### config.mk
export PLATFORM = sky130hd
export DESIGN_NAME = i2s_smpl_arb
export DESIGN_NICKNAME = d
export VERILOG_FILES = /design/src/rtl/i2s_arb_pkg.sv /design/src/rtl/sat_cnt.sv /design/src/rtl/i2s_smpl_arb.sv
export SDC_FILE = /design/constraint.sdc
export NUM_CORES = 1
export LEC_CHECK = 0
export BUFFER_PORTS_ARGS = -buffer_cell sky130_fd_sc_hd__buf_2
export CORE_UTILIZATION = 50
export CTS_CLUSTER_SIZE = 8
export DETAILED_ROUTE_END_ITERATION = 7
export PLACE_DENSITY = 0.9
export SLEW_MARGIN = 10
export SYNTH_ARGS = -nofsm -noshare
export SYNTH_HDL_FRONTEND = slang
export SYNTH_SLANG_ARGS = --single-unit
### constraint.sdc
create_clock -name clk -period 4.1 [get_ports clk]
set_input_delay 0.82 -clock clk [delete_from_list [all_inputs] [get_ports clk]]
set_output_delay 0.82 -clock clk [all_outputs]
set_load 0.02 [all_outputs]
### src/rtl/i2s_arb_pkg.sv
// Shared types and the per-frame source selection rule for the I2S sample arbiter.
package i2s_arb_pkg;

    typedef enum logic [1:0] {
        IDLE,
        ARB,
        DLVR
    } state_t;

    typedef enum logic [1:0] {
        SRC_NONE = 2'b00,
        SRC_S0   = 2'b01,
        SRC_S1   = 2'b10
    } src_t;

    localparam logic [1:0] MODE_AUTO = 2'b00;
    localparam logic [1:0] MODE_S0   = 2'b01;
    localparam logic [1:0] MODE_S1   = 2'b10;
    localparam logic [1:0] MODE_MUTE = 2'b11;

    typedef struct packed {
        logic take_s0;  // S0 pair is delivered
        logic take_s1;  // S1 pair is delivered
        logic drop_s0;  // S0 pair is popped and thrown away
    } pick_t;

    // Only sources with vld high are ever taken or dropped, so rdy never meets a low vld.
    function automatic pick_t pick_src(input logic [1:0] mode, input src_t owner,
                                       input logic s0_vld, input logic s1_vld);
        pick_t p;
        p = '0;
        case (mode)
            MODE_AUTO: begin
                if (owner == SRC_S0) begin
                    p.take_s0 = s0_vld;
                    p.take_s1 = !s0_vld && s1_vld;
                end else begin
                    p.take_s1 = s1_vld;
                    p.drop_s0 = s0_vld;
                end
            end
            MODE_S0: p.take_s0 = s0_vld;
            MODE_S1: p.take_s1 = s1_vld;
            default: p = '0;
        endcase
        return p;
    endfunction

endpackage

### src/rtl/sat_cnt.sv
// Saturating up-counter with synchronous clear; clear beats increment.
module sat_cnt #(
    parameter int W = 8
) (
    input  logic         clk,
    input  logic         rst_n,
    input  logic         inc_i,
    input  logic         clr_i,
    output logic [W-1:0] cnt_o
);

    logic [W-1:0] cnt_q;

    // NOTE: clocked state uses non-blocking assignments so every register sees pre-edge values.
    always_ff @(posedge clk or negedge rst_n) begin
        if (!rst_n) begin
            cnt_q <= '0;
        end else if (clr_i) begin
            cnt_q <= '0;
        end else if (inc_i && (cnt_q != '1)) begin
            cnt_q <= cnt_q + 1'b1;
        end
    end

    assign cnt_o = cnt_q;

endmodule

### src/rtl/i2s_smpl_arb.sv
// Per-frame stereo source arbiter with failover hysteresis, forced/mute modes and underrun count.
// Optional: define I2S_ARB_HOLD_LAST_EN to repeat the last real pair on silence frames.
module i2s_smpl_arb
    import i2s_arb_pkg::*;
#(
    parameter int LOCK_FRAMES = 4,
    parameter int MISS_LIM    = 2,
    parameter int CNT_W       = 8
) (
    input  logic             clk,
    input  logic             rst_n,
    input  logic             smpl_req,
    output logic [15:0]      smpl_lft,
    output logic [15:0]      smpl_rght,
    output logic             smpl_vld,
    input  logic             s0_vld,
    input  logic [15:0]      s0_lft,
    input  logic [15:0]      s0_rght,
    output logic             s0_rdy,
    input  logic             s1_vld,
    input  logic [15:0]      s1_lft,
    input  logic [15:0]      s1_rght,
    output logic             s1_rdy,
    input  logic [1:0]       mode,
    output logic [1:0]       active_src,
    output logic [CNT_W-1:0] undrn_cnt,
    input  logic             clr_undrn
);

    localparam int HIT_W  = $clog2(LOCK_FRAMES + 1);
    localparam int MISS_W = $clog2(MISS_LIM + 1);
    localparam logic [HIT_W-1:0]  HIT_LAST  = HIT_W'(LOCK_FRAMES - 1);
    localparam logic [MISS_W-1:0] MISS_LAST = MISS_W'(MISS_LIM - 1);

    state_t      state_q;
    src_t        owner_q;
    src_t        src_q;
    src_t        src_d;
    logic        smpl_vld_q;
    logic [15:0] lft_q, rght_q;
    logic [15:0] lft_d, rght_d;
    logic [15:0] fill_lft, fill_rght;

    pick_t             pick;
    logic              in_arb;
    logic              silence;
    logic              hit_inc, hit_clr, miss_inc, miss_clr;
    logic              owner_to_s0, owner_to_s1;
    logic [HIT_W-1:0]  hit_cnt;
    logic [MISS_W-1:0] miss_cnt;

    // NOTE: every always_comb output gets a default first so no path can infer a latch.
    always_comb begin
        pick        = pick_src(mode, owner_q, s0_vld, s1_vld);
        in_arb      = (state_q == ARB);
        silence     = !pick.take_s0 && !pick.take_s1 && (mode != MODE_MUTE);
        hit_inc     = 1'b0;
        hit_clr     = 1'b0;
        miss_inc    = 1'b0;
        miss_clr    = 1'b0;
        owner_to_s0 = 1'b0;
        owner_to_s1 = 1'b0;
        if (in_arb) begin
            if (mode != MODE_AUTO) begin
                hit_clr  = 1'b1;
                miss_clr = 1'b1;
            end else if (owner_q == SRC_S0) begin
                if (s0_vld) begin
                    miss_clr = 1'b1;
                end else if (miss_cnt == MISS_LAST) begin
                    miss_clr    = 1'b1;
                    hit_clr     = 1'b1;
                    owner_to_s1 = 1'b1;
                end else begin
                    miss_inc = 1'b1;
                end
            end else begin
                if (!s0_vld) begin
                    hit_clr = 1'b1;
                end else if (hit_cnt == HIT_LAST) begin
                    hit_clr     = 1'b1;
                    owner_to_s0 = 1'b1;
                end else begin
                    hit_inc = 1'b1;
                end
            end
        end
    end

    // Pair captured at the end of ARB; mute forces zeros regardless of the hold feature.
    always_comb begin
        lft_d  = '0;
        rght_d = '0;
        src_d  = SRC_NONE;
        if (pick.take_s0) begin
            lft_d  = s0_lft;
            rght_d = s0_rght;
            src_d  = SRC_S0;
        end else if (pick.take_s1) begin
            lft_d  = s1_lft;
            rght_d = s1_rght;
            src_d  = SRC_S1;
        end else if (silence) begin
            lft_d  = fill_lft;
            rght_d = fill_rght;
        end
    end

`ifdef I2S_ARB_HOLD_LAST_EN
    logic [15:0] last_lft_q, last_rght_q;

    always_ff @(posedge clk or negedge rst_n) begin
        if (!rst_n) begin
            last_lft_q  <= '0;
            last_rght_q <= '0;
        end else if (in_arb && (pick.take_s0 || pick.take_s1)) begin
            last_lft_q  <= lft_d;
            last_rght_q <= rght_d;
        end
    end

    assign fill_lft  = last_lft_q;
    assign fill_rght = last_rght_q;
`else
    assign fill_lft  = '0;
    assign fill_rght = '0;
`endif

    always_ff @(posedge clk or negedge rst_n) begin
        if (!rst_n) begin
            state_q    <= IDLE;
            owner_q    <= SRC_S1;
            src_q      <= SRC_NONE;
            smpl_vld_q <= 1'b0;
            lft_q      <= '0;
            rght_q     <= '0;
        end else begin
            smpl_vld_q <= 1'b0;
            case (state_q)
                IDLE: begin
                    if (smpl_req) begin
                        state_q <= ARB;
                    end
                end
                ARB: begin
                    state_q    <= DLVR;
                    smpl_vld_q <= 1'b1;
                    lft_q      <= lft_d;
                    rght_q     <= rght_d;
                    src_q      <= src_d;
                    if (owner_to_s0) begin
                        owner_q <= SRC_S0;
                    end else if (owner_to_s1) begin
                        owner_q <= SRC_S1;
                    end
                end
                DLVR: state_q <= IDLE;
                default: state_q <= IDLE;
            endcase
        end
    end

    sat_cnt #(.W(HIT_W)) u_hit_cnt (
        .clk   (clk),
        .rst_n (rst_n),
        .inc_i (hit_inc),
        .clr_i (hit_clr),
        .cnt_o (hit_cnt)
    );

    sat_cnt #(.W(MISS_W)) u_miss_cnt (
        .clk   (clk),
        .rst_n (rst_n),
        .inc_i (miss_inc),
        .clr_i (miss_clr),
        .cnt_o (miss_cnt)
    );

    sat_cnt #(.W(CNT_W)) u_undrn_cnt (
        .clk   (clk),
        .rst_n (rst_n),
        .inc_i (in_arb && silence),
        .clr_i (clr_undrn),
        .cnt_o (undrn_cnt)
    );

    // Pop strobes are decoded from ARB so they land one cycle after smpl_req.
    assign s0_rdy     = in_arb && (pick.take_s0 || pick.drop_s0);
    assign s1_rdy     = in_arb && pick.take_s1;
    assign smpl_vld   = smpl_vld_q;
    assign smpl_lft   = lft_q;
    assign smpl_rght  = rght_q;
    assign active_src = src_q;

endmodule

Word-level counts from Yosys, hierarchy flattened
Cells that the tools add are included.
W data, S select, Z words.
{"block": "op_classes", "add_sub_neg": 3, "multipliers": 0, "n_div": 0, "n_lt_le_gt_ge": 0, "eq_ne": 11, "shift": 0, "muxes": 51, "bitwise": 0, "n_reduce_logical": 21}
{"cell": "$mux W16", "n": 4}
{"cell": "$mux W1", "n": 33}
{"cell": "$mux W8", "n": 2}
{"cell": "$mux W2", "n": 7}
{"cell": "$reduce_bool A2 Y1", "n": 5}
{"cell": "$logic_and A1 B1 Y1", "n": 9}
{"cell": "$add A8 B1 Y8 const B", "n": 1}
{"cell": "$eq A2 B1 Y1 const B", "n": 4}
{"cell": "$ne A8 B8 Y1 const B", "n": 1}
{"cell": "$mux W3", "n": 2}
{"cell": "$ne A2 B2 Y1 const B", "n": 3}
{"cell": "$logic_not A2 Y1", "n": 2}
{"cell": "$pmux W1 S2", "n": 2}
{"cell": "$pmux W2 S2", "n": 1}
{"cell": "$add A3 B1 Y3 const B", "n": 1}
{"cell": "$eq A3 B2 Y1 const B", "n": 1}
{"cell": "$logic_not A1 Y1", "n": 3}
{"cell": "$ne A3 B3 Y1 const B", "n": 1}
{"cell": "$add A2 B1 Y2 const B", "n": 1}
{"cell": "$eq A2 B2 Y1 const B", "n": 1}
{"cell": "$reduce_and A2 Y1", "n": 1}
{"cell": "$logic_or A1 B1 Y1", "n": 1}
{"block": "totals", "regBits": 52, "latchBits": 0, "ram_bits": 0, "mem_bits_ro": 0, "inputBits": 72, "output_inout_bits": 45, "word_cells": 95, "mem_count": 0}

Depth between registers and ports, before layout
Gate-level depths: netlist of run 1.
{"block": "depth", "ltp_word": 11, "mapped_depth": 7, "ltp_nobuf": 7}

Modules after synthesis
From an unflattened synthesis of run 1, not the netlist that was laid out.
{"block": "unflattened", "hier_cells": 221, "hier_area_um2": 2582.5}
{"mod": "i2s_smpl_arb", "n_inst": 1, "cells_per_inst": 147, "area_per_inst_um2": 1810.5, "seq_area_each_um2": 977.2}
{"mod": "sat_cnt at u_undrn_cnt", "n_inst": 1, "cells_per_inst": 49, "area_per_inst_um2": 464.2, "seq_area_each_um2": 200.2}
{"mod": "sat_cnt at u_hit_cnt", "n_inst": 1, "cells_per_inst": 15, "area_per_inst_um2": 183.9, "seq_area_each_um2": 75.1}
{"mod": "sat_cnt at u_miss_cnt", "n_inst": 1, "cells_per_inst": 10, "area_per_inst_um2": 123.9, "seq_area_each_um2": 50.0}

Least setup slack after synthesis of run 1
No wires, ideal clock.
{"block": "synth_path", "path_type": "input port to flip-flop", "startpoint": "input s0_vld", "endpoint": "register u_undrn_cnt.cnt_q[5] (netlist: u_undrn_cnt.cnt_o[5])", "setup_ns": 0.078, "arrival_ns": 2.132, "t_required_ns": 4.022, "path_slack_ns": 1.890, "stages": 6, "cell_sequence": "nor2b_4 > o21a_1 > buf_2 > or4_4 > or3_1 > a21oi_1"}
{"block": "synth_via", "elab_chain_cells": 10, "elab_cells_between_ends": 13, "classes_between": "mux (4); reduce/logical (9)"}
{"element": "from (decl)", "line_no": "i2s_smpl_arb.sv:16", "text": "input logic s0_vld,"}
{"element": "$logic_not A1 Y1"}
{"element": "$logic_and A1 B1 Y1", "line_no": "i2s_arb_pkg.sv:36", "text": "p.take_s1 = !s0_vld && s1_vld;"}
{"element": "$mux W1", "line_no": "i2s_arb_pkg.sv:34", "text": "if (owner == SRC_S0) begin"}
{"element": "$pmux W1 S2", "line_no": "i2s_arb_pkg.sv:32", "text": "case (mode)"}
{"element": "$logic_not A1 Y1", "line_no": "i2s_smpl_arb.sv:56", "text": "silence = !pick.take_s0 && !pick.take_s1 && (mode != MODE_MUTE);"}
{"element": "$logic_and A1 B1 Y1 (*) (2 in a row)", "line_no": "i2s_smpl_arb.sv:56"}
{"element": "$logic_and A1 B1 Y1 (*)", "line_no": "i2s_smpl_arb.sv:182", "text": ".inc_i (in_arb && silence),"}
{"element": "$logic_and A1 B1 Y1 (*)", "line_no": "sat_cnt.sv:20", "text": "end else if (inc_i && (cnt_q != '1)) begin"}
{"element": "$reduce_bool A2 Y1 (no source line) (*)"}
{"element": "to (signal assigned)", "line_no": "sat_cnt.sv:21", "text": "cnt_q <= cnt_q + 1'b1;"}
{"element": "to (decl)", "line_no": "sat_cnt.sv:12", "text": "logic [W-1:0] cnt_q;"}
Mark *: on every way between the ends. The rest lies on a longest branch, timed or not.
A chain may end at the register's enable or synchronous reset.

Final worst setup path of run 1
{"block": "layout_path", "startpoint": "register state_q[1]", "endpoint": "register u_undrn_cnt.cnt_q[5] (netlist: u_undrn_cnt.cnt_o[5])"}
{"block": "layout_via", "elab_chain_cells": 4}
{"element": "from (decl)", "line_no": "i2s_smpl_arb.sv:35", "text": "state_t state_q;"}
{"element": "from (signal assigned)", "line_no": "i2s_smpl_arb.sv:131", "text": "state_q <= IDLE;"}
{"element": "from (signal assigned)", "line_no": "i2s_smpl_arb.sv:142", "text": "state_q <= ARB;"}
{"element": "from (signal assigned)", "line_no": "i2s_smpl_arb.sv:146", "text": "state_q <= DLVR;"}
{"element": "$eq A2 B1 Y1", "line_no": "i2s_smpl_arb.sv:55", "text": "in_arb = (state_q == ARB);"}
{"element": "$logic_and A1 B1 Y1", "line_no": "i2s_smpl_arb.sv:182"}
{"element": "$logic_and A1 B1 Y1", "line_no": "sat_cnt.sv:20"}
{"element": "$reduce_bool A2 Y1 (no source line)"}
Every way passes these cells.

==> flow_metrics.env, run 1 <==
export IMPL_die_w_um=72.0
export IMPL_end_kind="register"
export IMPL_cp_required_ns=4.34
export IMPL_drt_iter0_drc=118
export IMPL_grt_pass1_wl_mm=9.61
export IMPL_p_leak_nw=1.60
export IMPL_grt_usage_pct=23.9
export IMPL_swShare_pct=35.4
export IMPL_drv_cap=0
export IMPL_syn_inst=253
export IMPL_power_share_clock_pct=23.3
export IMPL_whs_path_depth=1
export IMPL_nFillCells=395
export IMPL_drt_wl_total_mm=5.87
export IMPL_reg2reg_slack_ns=1.39
export IMPL_port_buffers=116
export IMPL_cts_buffers=5
export IMPL_critical_path_max_stage_delay_ns=0.52
export IMPL_ff2ff_path_depth=7
export IMPL_hp_start="active_src[1]"
export IMPL_hp_class="reg2reg"
export IMPL_finalSetupTns_ns=0
export IMPL_finalCriticalPeriod_ns=2.71
export IMPL_ys_seq_area_share_pct=53.2
export IMPL_synth_distinct_cells=37
export IMPL_period_share_pct=66.1
export IMPL_ys_seq_elements=52
export IMPL_pwr_density_cell_nw_per_um2=493
export IMPL_setup_viol=0
export IMPL_grt_pass1_vias=2235
export IMPL_area_growth_pct=30.8
export IMPL_fmax_mhz=369
export IMPL_antenna_found_initial=0
export IMPL_via_per_inst=5.43
export IMPL_clock_path_buffers=2
export IMPL_final_nets=442
export IMPL_die_h_um=72.0
export IMPL_r2r_start="state_q[1]"
export IMPL_pre_cts_ws_ns=1.45
export IMPL_overflow=0
export IMPL_dieArea_um2=5180
export IMPL_dr_pass1_iters=4
export IMPL_wl_per_cell_um=13.6
export IMPL_worstPathMaxFanout=39
export IMPL_cts_resized=0
export IMPL_grt_max_degree=53
export IMPL_num_vias=2345
export IMPL_core_area_um2=4720
export IMPL_p_sw_mw=0.559
export IMPL_ant_nets=0
export IMPL_clk_insertion_delay_late_ns=0.30
export IMPL_cts_tree="built"
export IMPL_seq_area_um2=1300
export IMPL_synth_fp_nets=331
export IMPL_slew_headroom_pct=34.4
export IMPL_antenna_cells=0
export IMPL_fin_ws_ns=1.39
export IMPL_stdcell_count=432
export IMPL_initial_utilization_pct=51.8
export IMPL_skew_ns=0.00568
export IMPL_critPathSlowestCell="inv_2"
export IMPL_postCtsSetupBuffers=0
export IMPL_syn_area_per_cell_um2=9.67
export IMPL_cp_data_arrival_time_ns=2.95
export IMPL_io_pins=117
export IMPL_hold_path_end="active_src[1]"
export IMPL_rsz0062_at_grt="no"
export IMPL_holdBufCountCts=0
export IMPL_clock_sinks=52
export IMPL_num_rows=25
export IMPL_synth_area_um2=2450
export IMPL_internal_power_mw=1.02
export IMPL_clock_root_buffer="clkbuf_8"
export IMPL_multiInputGateArea_um2=1070
export IMPL_tightest_slew_ns=0.970
export IMPL_status="finished clean"
export IMPL_synth_warnings=0
export IMPL_clk_pin_slew_worst_paths_ns=0.09
export IMPL_crit_path_start_kind="register"
export IMPL_p_seq_share_pct=44.0
export IMPL_maxSlewViolCount=0
export IMPL_htree_levels=2
export IMPL_hpwl_mm=4.22
export IMPL_worstPathCellList="nand2b_1 -> buf_4 -> inv_2 -> o211ai_1 -> or4_4 -> or3_1 -> a21oi_1"
export IMPL_place_inst=424
export IMPL_path_class="reg2reg"
export IMPL_drive_above_1_share_pct=36.4
export IMPL_place_gp_congestion=0.853
export IMPL_hold_violations=0
export IMPL_drc_errors=0
export IMPL_reg2reg_to="u_undrn_cnt.cnt_o[5]"
export IMPL_pwr_share_comb_pct=32.7
export IMPL_ir_drop_mv=0.319
[worst max-delay path by stage]
stage               start              endpoint  cells after the start
2_1_floorplan      s0_vld  u_undrn_cnt.cnt_o[5]                      6
3_3_place_gp   state_q[1]  u_undrn_cnt.cnt_o[7]                      7
3_5_place_dp   state_q[1]  u_undrn_cnt.cnt_o[5]                      7
4_1_cts        state_q[1]  u_undrn_cnt.cnt_o[7]                      7
5_1_grt        state_q[1]  u_undrn_cnt.cnt_o[7]                      7
6_report       state_q[1]  u_undrn_cnt.cnt_o[5]                      7
[state kept, by name, indices dropped and copies added (netlist names)]
signal and flops:
u_undrn_cnt.cnt_o 8, state_q 2, u_miss_cnt.cnt_o 2, smpl_rght 16
active_src 2, u_hit_cnt.cnt_o 3, owner_q 2, smpl_vld 1
smpl_lft 16
[kinds of logic (layout without fill, tap and decap cells)]
logic type,Yosys count,count (layout),share of synthesized area (%)
compound gates,55,55,17.2
fa+ha+maj,6,6,3.07
mux,2,2,0.818
flops,52,52,53.2
simple gates,113,113,20.6
buf+inv,19,131,2.96
xor+xnor,6,6,2.15
[metrics by stage]
step	total power, mW	cell area, um2	util [%]	hold slack, ns
5_1_grt	1.67	3200	67.8	0.495
3_5_place_dp	1.22	3080	65.1	0.465
4_1_cts	1.59	3200	67.7	0.484
3_3_place_gp	1.21	3080	65.1	0.429
2_1_floorplan	1.02	2450	-	0.422
6_report	1.58	3200	67.8	0.481
[cell usage after synthesis]
| cell type | n | share of area [%] |
|---|---|---|
| a21boi_2 | 1 | 0.46 |
| a21o_1 | 1 | 0.31 |
| a21oi_1 | 7 | 1.4 |
| a221oi_1 | 32 | 11 |
| a31oi_1 | 1 | 0.26 |
| and4_1 | 1 | 0.36 |
| buf_1 | 4 | 0.61 |
| buf_2 | 1 | 0.20 |
| clkbuf_1 | 10 | 1.5 |
| dfrtp_1 | 51 | 52 |
| dfstp_2 | 1 | 1.1 |
| ha_1 | 6 | 3.1 |
| inv_1 | 3 | 0.46 |
| inv_2 | 1 | 0.15 |
| mux2i_1 | 2 | 0.82 |
| nand2_1 | 9 | 1.4 |
| nand2b_1 | 3 | 0.77 |
| nand3_1 | 4 | 0.82 |
| nand3b_1 | 1 | 0.31 |
| nand4_1 | 3 | 0.77 |
| nor2_1 | 81 | 12 |
| nor2b_1 | 1 | 0.26 |
| nor2b_4 | 2 | 1.1 |
| nor3_1 | 1 | 0.20 |
| nor3b_1 | 1 | 0.31 |
| nor4_1 | 2 | 0.51 |
| nor4b_1 | 1 | 0.36 |
| o211a_1 | 1 | 0.41 |
| o211ai_1 | 1 | 0.31 |
| o21a_1 | 1 | 0.31 |
| o21ai_0 | 8 | 1.6 |
| o31a_1 | 1 | 0.36 |
| o31ai_1 | 1 | 0.31 |
| or3_1 | 2 | 0.51 |
| or4_4 | 1 | 0.46 |
| xnor2_1 | 3 | 1.1 |
| xor2_1 | 3 | 1.1 |
[area by class of cell]
cell class	count	area share [%]
Clock buffer	6	2.58
Clock inverter	2	1.21
Inverter	4	0.469
Multi-Input combinational cell	182	33.5
Sequential cell	52	40.7
Tap cell	67	2.62
Timing Repair Buffer	119	18.9
[power by group through the flow]
stage               clock, mW  combinational (mW)  sequential [mW]
CTS                     0.377               0.521            0.693
finish                  0.367               0.516            0.694
detailed placement          0               0.520            0.702
global placement            0               0.507            0.698
global route            0.398               0.565            0.707
floorplan                   0               0.170            0.850
[layout by cell type, fill, tap and decap left out, drive strengths merged, types with 3 or more instances in the layout]
cell type,count
buf,119
nor2,81
dfrtp,51
a221oi,32
nand2,9
o21ai,8
a21oi,7
ha,6
clkbuf,6
nand3,4
inv,4
nand2b,3
nand4,3
xnor2,3
xor2,3
nor2b,3
[metal layers]
layer | vias to the layer above | GRT usage, % | part of all wire (%)
li1 | 1123 | - | -
met1 | 1093 | 27.7 | 42
met2 | 117 | 43.1 | 50
met3 | 12 | 4.44 | 6.2
met4 | 0 | 10.7 | 1.9
met5 | - | 0 | 0
[critical path: cells and delay by family (launching register included)]
kind                   cells  cell delay (ns)
flip-flops                 1             0.42
buffers and inverters      2             0.77
AO/OA/AOI/OAI              2             0.45
AND/OR/NAND/NOR            3             0.98
Power figures use the tool's default switching activity.
==> run 2, diff against run 1 <==
- ABC_AREA: unset -> 1
- CORE_UTILIZATION: 50 -> 43
- PLACE_DENSITY: 0.9 -> 0.81
- clock period: 4.1 -> 2.4 ns (I/O delays scaled with it)
==> run 2 against run 1 <==
First-iteration DRC count is 32% lower; cell count grew 20%; setup slack got worse by 1.0 ns; sequential power increased by 59%; power rose by 47%; global-route usage decreased by 3.7 points; routed wire length is 4.6% higher; critical path depth shrank 3; register-to-register slack lost 0.68 ns; via count increased by 8.2%; area after synthesis is 10% higher; largest power group unchanged.
==> flow_metrics.env, run 2 <==
export IMPL_clock_sinks=52
export IMPL_synth_distinct_cells=30
export IMPL_cts_tree="built"
export IMPL_period_share_pct=84.4
export IMPL_grt_max_degree=43
export IMPL_die_w_um=81.2
export IMPL_skew_ns=0.00829
export IMPL_ff2ff_path_depth=10
export IMPL_overflow=0
export IMPL_tightest_slew_ns=0.532
export IMPL_clk_insertion_delay_late_ns=0.30
export IMPL_synthArstFlopShare_pct=100
export IMPL_port_buffers=116
export IMPL_die_h_um=81.2
export IMPL_antenna_found_initial=0
export IMPL_dieArea_um2=6590
export IMPL_synth_most_common_cell="nand2_1"
export IMPL_drive_above_1_share_pct=35.5
export IMPL_drc_errors=0
export IMPL_drt_wl_total_mm=6.14
export IMPL_clock_path_buffers=2
export IMPL_crit_path_start_kind="register"
export IMPL_multiInputGateArea_um2=1210
export IMPL_ys_seq_elements=52
export IMPL_drv_cap=0
export IMPL_end_kind="output pin"
export IMPL_cts_buffers=5
export IMPL_hp_class="in2async"
export IMPL_grt_pass1_vias=2350
export IMPL_slew_headroom_pct=64.6
export IMPL_synth_warnings=0
export IMPL_hpwl_mm=4.66
export IMPL_drt_iter0_drc=80
export IMPL_place_gp_congestion=0.864
export IMPL_grt_pass1_wl_mm=10.3
export IMPL_pwr_density_cell_nw_per_um2=677
export IMPL_htree_levels=2
export IMPL_antenna_cells=0
export IMPL_cp_data_arrival_time_ns=1.55
export IMPL_final_common_cell="nand2_1"
export IMPL_nFillCells=559
export IMPL_num_vias=2538
export IMPL_synthFlopType="dfrtp_1"
export IMPL_clock_root_buffer="clkbuf_8"
export IMPL_ant_nets=0
export IMPL_postCtsSetupBuffers=0
export IMPL_area_growth_pct=26.4
export IMPL_rsz0062_at_grt="no"
export IMPL_cp_required_ns=1.92
export IMPL_r2r_start="u_hit_cnt.cnt_o[0]"
export IMPL_dpl_cell_area_um2=3300
export IMPL_hold_violations=0
export IMPL_setup_viol=0
export IMPL_reg2reg_slack_ns=0.71
export IMPL_p_leak_nw=1.96
export IMPL_seq_area_um2=1300
export IMPL_core_area_um2=5990
export IMPL_design_area_um2=3410
export IMPL_synth_area_leaders="dfrtp_1, nand2_1, nand3_1"
export IMPL_via_per_inst=4.88
export IMPL_synthTopCellsByCount="nand2_1, dfrtp_1, nand3_1"
export IMPL_wl_per_cell_um=11.8
export IMPL_ir_drop_mv=0.376
export IMPL_layout_common_cells="nand2_1, buf_2, dfrtp_1"
export IMPL_synth_edf_count=0
export IMPL_dr_pass1_iters=4
export IMPL_synth_area_leader_cell="dfrtp_1"
export IMPL_syn_area_per_cell_um2=8.20
export IMPL_finalCoreUtilization_pct=56.9
export IMPL_power_mw=2.31
export IMPL_grt_usage_pct=20.2
export IMPL_clk_pin_slew_worst_paths_ns=0.10
export IMPL_reg2reg_to="u_hit_cnt.cnt_o[1]"
export IMPL_initial_utilization_pct=45.0
export IMPL_holdBufCountCts=0
export IMPL_syn_inst=329
export IMPL_ys_seq_area_share_pct=48.3
export IMPL_maxSlewViolCount=0
export IMPL_finalSetupTns_ns=0
export IMPL_synth_fp_nets=407
export IMPL_num_rows=28
export IMPL_netlist_area_leader_share_pct=47.3
export IMPL_synth_area_um2=2700
export IMPL_status="finished clean"
export IMPL_cts_resized=0
export IMPL_worstPathMaxFanout=42
export IMPL_path_class="reg2out"
export IMPL_fmax_mhz=493
export IMPL_final_nets=522
export IMPL_finalCriticalPeriod_ns=2.03
export IMPL_io_pins=117
## run 2: cells by family after synthesis
logic type / synth area share (%)
AOI/OAI and AO/OA: 2.60
xor gates and xnor gates: 0.974
adders and majority gates: 2.78
buffers and inverters: 6.86
DFF: 48.3
and+or+nand+nor: 38.5
## run 2: worst max path at each step
stage / start / to / slack, ns / cells after the start
2_1_floorplan: state_q[1] / s0_rdy / 0.58 / 5
3_3_place_gp: s0_vld / s1_rdy / 0.68 / 7
3_5_place_dp: mode[0] / s1_rdy / 0.66 / 5
4_1_cts: state_q[1] / s0_rdy / 0.32 / 4
5_1_grt: state_q[1] / s0_rdy / 0.27 / 4
6_report: state_q[1] / s0_rdy / 0.37 / 4
## run 2: routing by layer
layer / wire (um) / up-vias / GRT usage [%]
li1: - / 1274 / -
met3: 406 / 5 / 5.17
met5: 0 / - / 0
met2: 2970 / 91 / 34.6
met1: 2710 / 1168 / 25.6
met4: 53 / 0 / 4.29
## run 2: power breakdown
part           switching [mW]  internal [mW]  leakage [nW]
combinational           0.394          0.221          1.21
sequential             0.0821           1.01         0.694
clock                   0.290          0.309        0.0541
total                   0.766           1.54          1.96
## run 2: final cells by class
cell class,count,area share [%]
clock buffer,5,2.02
clock inverter,3,1.25
inverter,24,2.64
multi-input combinational,242,35.5
sequential,52,38.2
tap,75,2.75
timing repair buffer,119,17.7
## run 2: critical path, stage by stage (launching register included)
cell and delay (ns):
dfrtp_1 0.39, inv_1 0.10, nand2_4 0.28, nor3_1 0.27, buf_2 0.21
## run 2: through the flow
stage          hold slack [ns]  std cells  setup slack [ns]
2_1_floorplan            0.184        329             0.582
5_1_grt                  0.184        520             0.268
3_5_place_dp             0.427        512             0.657
4_1_cts                  0.164        520             0.318
3_3_place_gp             0.417        512             0.676
6_report                 0.146        520             0.374
==> run 3, diff against run 2 <==
- CORE_UTILIZATION: 43 -> 48
- PLACE_DENSITY: 0.81 -> 0.86
- clock period: 2.4 -> 2 ns (I/O delays scaled with it)
==> run 3 against run 2 <==
Setup slack lost 0.27 ns; register-to-register slack lost 0.38 ns; via count grew 0.28%; critical path depth grew 1; non-clock buffer count grew 1; routed wire length shrank 0.37%; clock power grew 22%; combinational power grew 21%; core utilization grew 7.9 points; cell count shrank 0.77%; global-route usage grew 2.4 points; sequential power grew 19%; largest cell class unchanged.
==> flow_metrics.env, run 3 (synthesized netlist as in run 2, its figures left out) <==
export IMPL_status="finished clean"
export IMPL_clock_root_buffer="clkbuf_8"
export IMPL_num_rows=26
export IMPL_wl_per_cell_um=11.9
export IMPL_dpl_cell_area_um2=3300
export IMPL_clk_pin_slew_worst_paths_ns=0.10
export IMPL_fmax_mhz=526
export IMPL_design_area_um2=3420
export IMPL_hpwl_mm=4.75
export IMPL_initial_utilization_pct=51.2
export IMPL_finalCriticalPeriod_ns=1.90
export IMPL_end_kind="output pin"
export IMPL_layout_common_cells="nand2_1, buf_2, dfrtp_1"
export IMPL_die_w_um=77.0
export IMPL_dr_pass1_iters=4
export IMPL_rsz0062_at_grt="no"
export IMPL_dieArea_um2=5920
export IMPL_cts_buffers=5
export IMPL_cp_top_family="flip-flops"
export IMPL_slew_headroom_pct=66.6
export IMPL_period_share_pct=95.0
export IMPL_grt_usage_pct=22.6
export IMPL_drt_wl_total_mm=6.12
export IMPL_pwr_density_cell_nw_per_um2=817
export IMPL_power_mw=2.79
export IMPL_postCtsSetupBuffers=0
export IMPL_ir_drop_mv=0.377
export IMPL_critical_path_max_stage_delay_ns=0.54
export IMPL_htree_levels=2
export IMPL_num_vias=2545
export IMPL_cts_resized=0
export IMPL_holdBufCountCts=0
export IMPL_cp_common_cell="nand2_2"
export IMPL_hold_violations=0
export IMPL_clock_path_buffers=2
export IMPL_grt_max_degree=33
export IMPL_die_h_um=77.0
export IMPL_worstPathMaxFanout=9
export IMPL_drv_cap=0
export IMPL_crit_buf_inv=1
export IMPL_cp_data_arrival_time_ns=1.50
export IMPL_port_buffers=116
export IMPL_p_leak_nw=1.97
export IMPL_cp_required_ns=1.60
export IMPL_overflow=0
export IMPL_grt_pass1_vias=2369
export IMPL_drc_errors=0
export IMPL_antenna_cells=0
export IMPL_io_pins=117
export IMPL_crit_path_start_kind="register"
export IMPL_clk_insertion_delay_late_ns=0.30
export IMPL_grt_pass1_wl_mm=10.6
export IMPL_drive_above_1_share_pct=35.7
export IMPL_setup_viol=0
export IMPL_place_gp_congestion=0.824
export IMPL_final_nets=523
export IMPL_clock_sinks=52
export IMPL_critPathSlowestCell="dfstp_2"
export IMPL_antenna_found_initial=0
export IMPL_tightest_slew_ns=0.501
export IMPL_worstPathCellList="nor2_1 -> nand2_2 -> nand2_2 -> nor2_4 -> buf_2"
export IMPL_path_class="reg2out"
export IMPL_area_growth_pct=26.6
export IMPL_final_common_cell="nand2_1"
export IMPL_skew_ns=0.00530
export IMPL_cts_tree="built"
export IMPL_ant_nets=0
export IMPL_finalSetupTns_ns=0
export IMPL_hp_class="in2async"
export IMPL_core_area_um2=5270
export IMPL_finalCoreUtilization_pct=64.8
export IMPL_maxSlewViolCount=0
export IMPL_drt_iter0_drc=91
export IMPL_via_per_inst=4.93
==> run 3: cell type report <==
class                      instances  area [um2]
fill                             481        1850
sequential                        52        1300
multi-input combinational        242        1210
timing repair buffer             120         611
inverter                          24        90.1
tap                               70        87.6
clock buffer                       5        68.8
clock inverter                     3        46.3
==> run 3: final timing paths <==
kind	depth (start not counted)	end	startpoint	slack, ns
min in group clk	3	smpl_rght[7]	s0_rght[7]	0.29
max	5	s1_rdy	owner_q[1]	0.1
max in group asynchronous	2	smpl_lft[8]	rst_n	1.38
min reg2reg	1	state_q[0]	state_q[1]	0.43
min	1	smpl_vld	rst_n	0.02
max reg2reg	10	u_hit_cnt.cnt_o[1]	u_hit_cnt.cnt_o[0]	0.33
==> run 3: layer usage <==
| layer | vias to the layer above | track usage [%] | share of wire, % |
|---|---|---|---|
| met2 | 108 | 39.4 | 50 |
| met5 | - | 0 | 0 |
| li1 | 1275 | - | - |
| met4 | 0 | 6.54 | 1.1 |
| met3 | 6 | 4.88 | 7.0 |
| met1 | 1156 | 28.1 | 42 |
==> run 3: where the power goes <==
group          internal, mW  total, mW  switching [mW]
sequential             1.22       1.31          0.0976
combinational         0.270      0.747           0.476
clock                 0.377      0.728           0.351
==> run 3: per-stage QoR <==
stage / hold WS [ns] / worst slack (ns) / instances
after floorplan: 0.104 / 0.262 / 329
final: 0.0224 / 0.0990 / 516
after global placement: 0.362 / 0.336 / 508
after global routing: 0.0454 / 0.000400 / 516
after CTS: 0.0303 / 0.0866 / 516
after detailed placement: 0.371 / 0.325 / 508
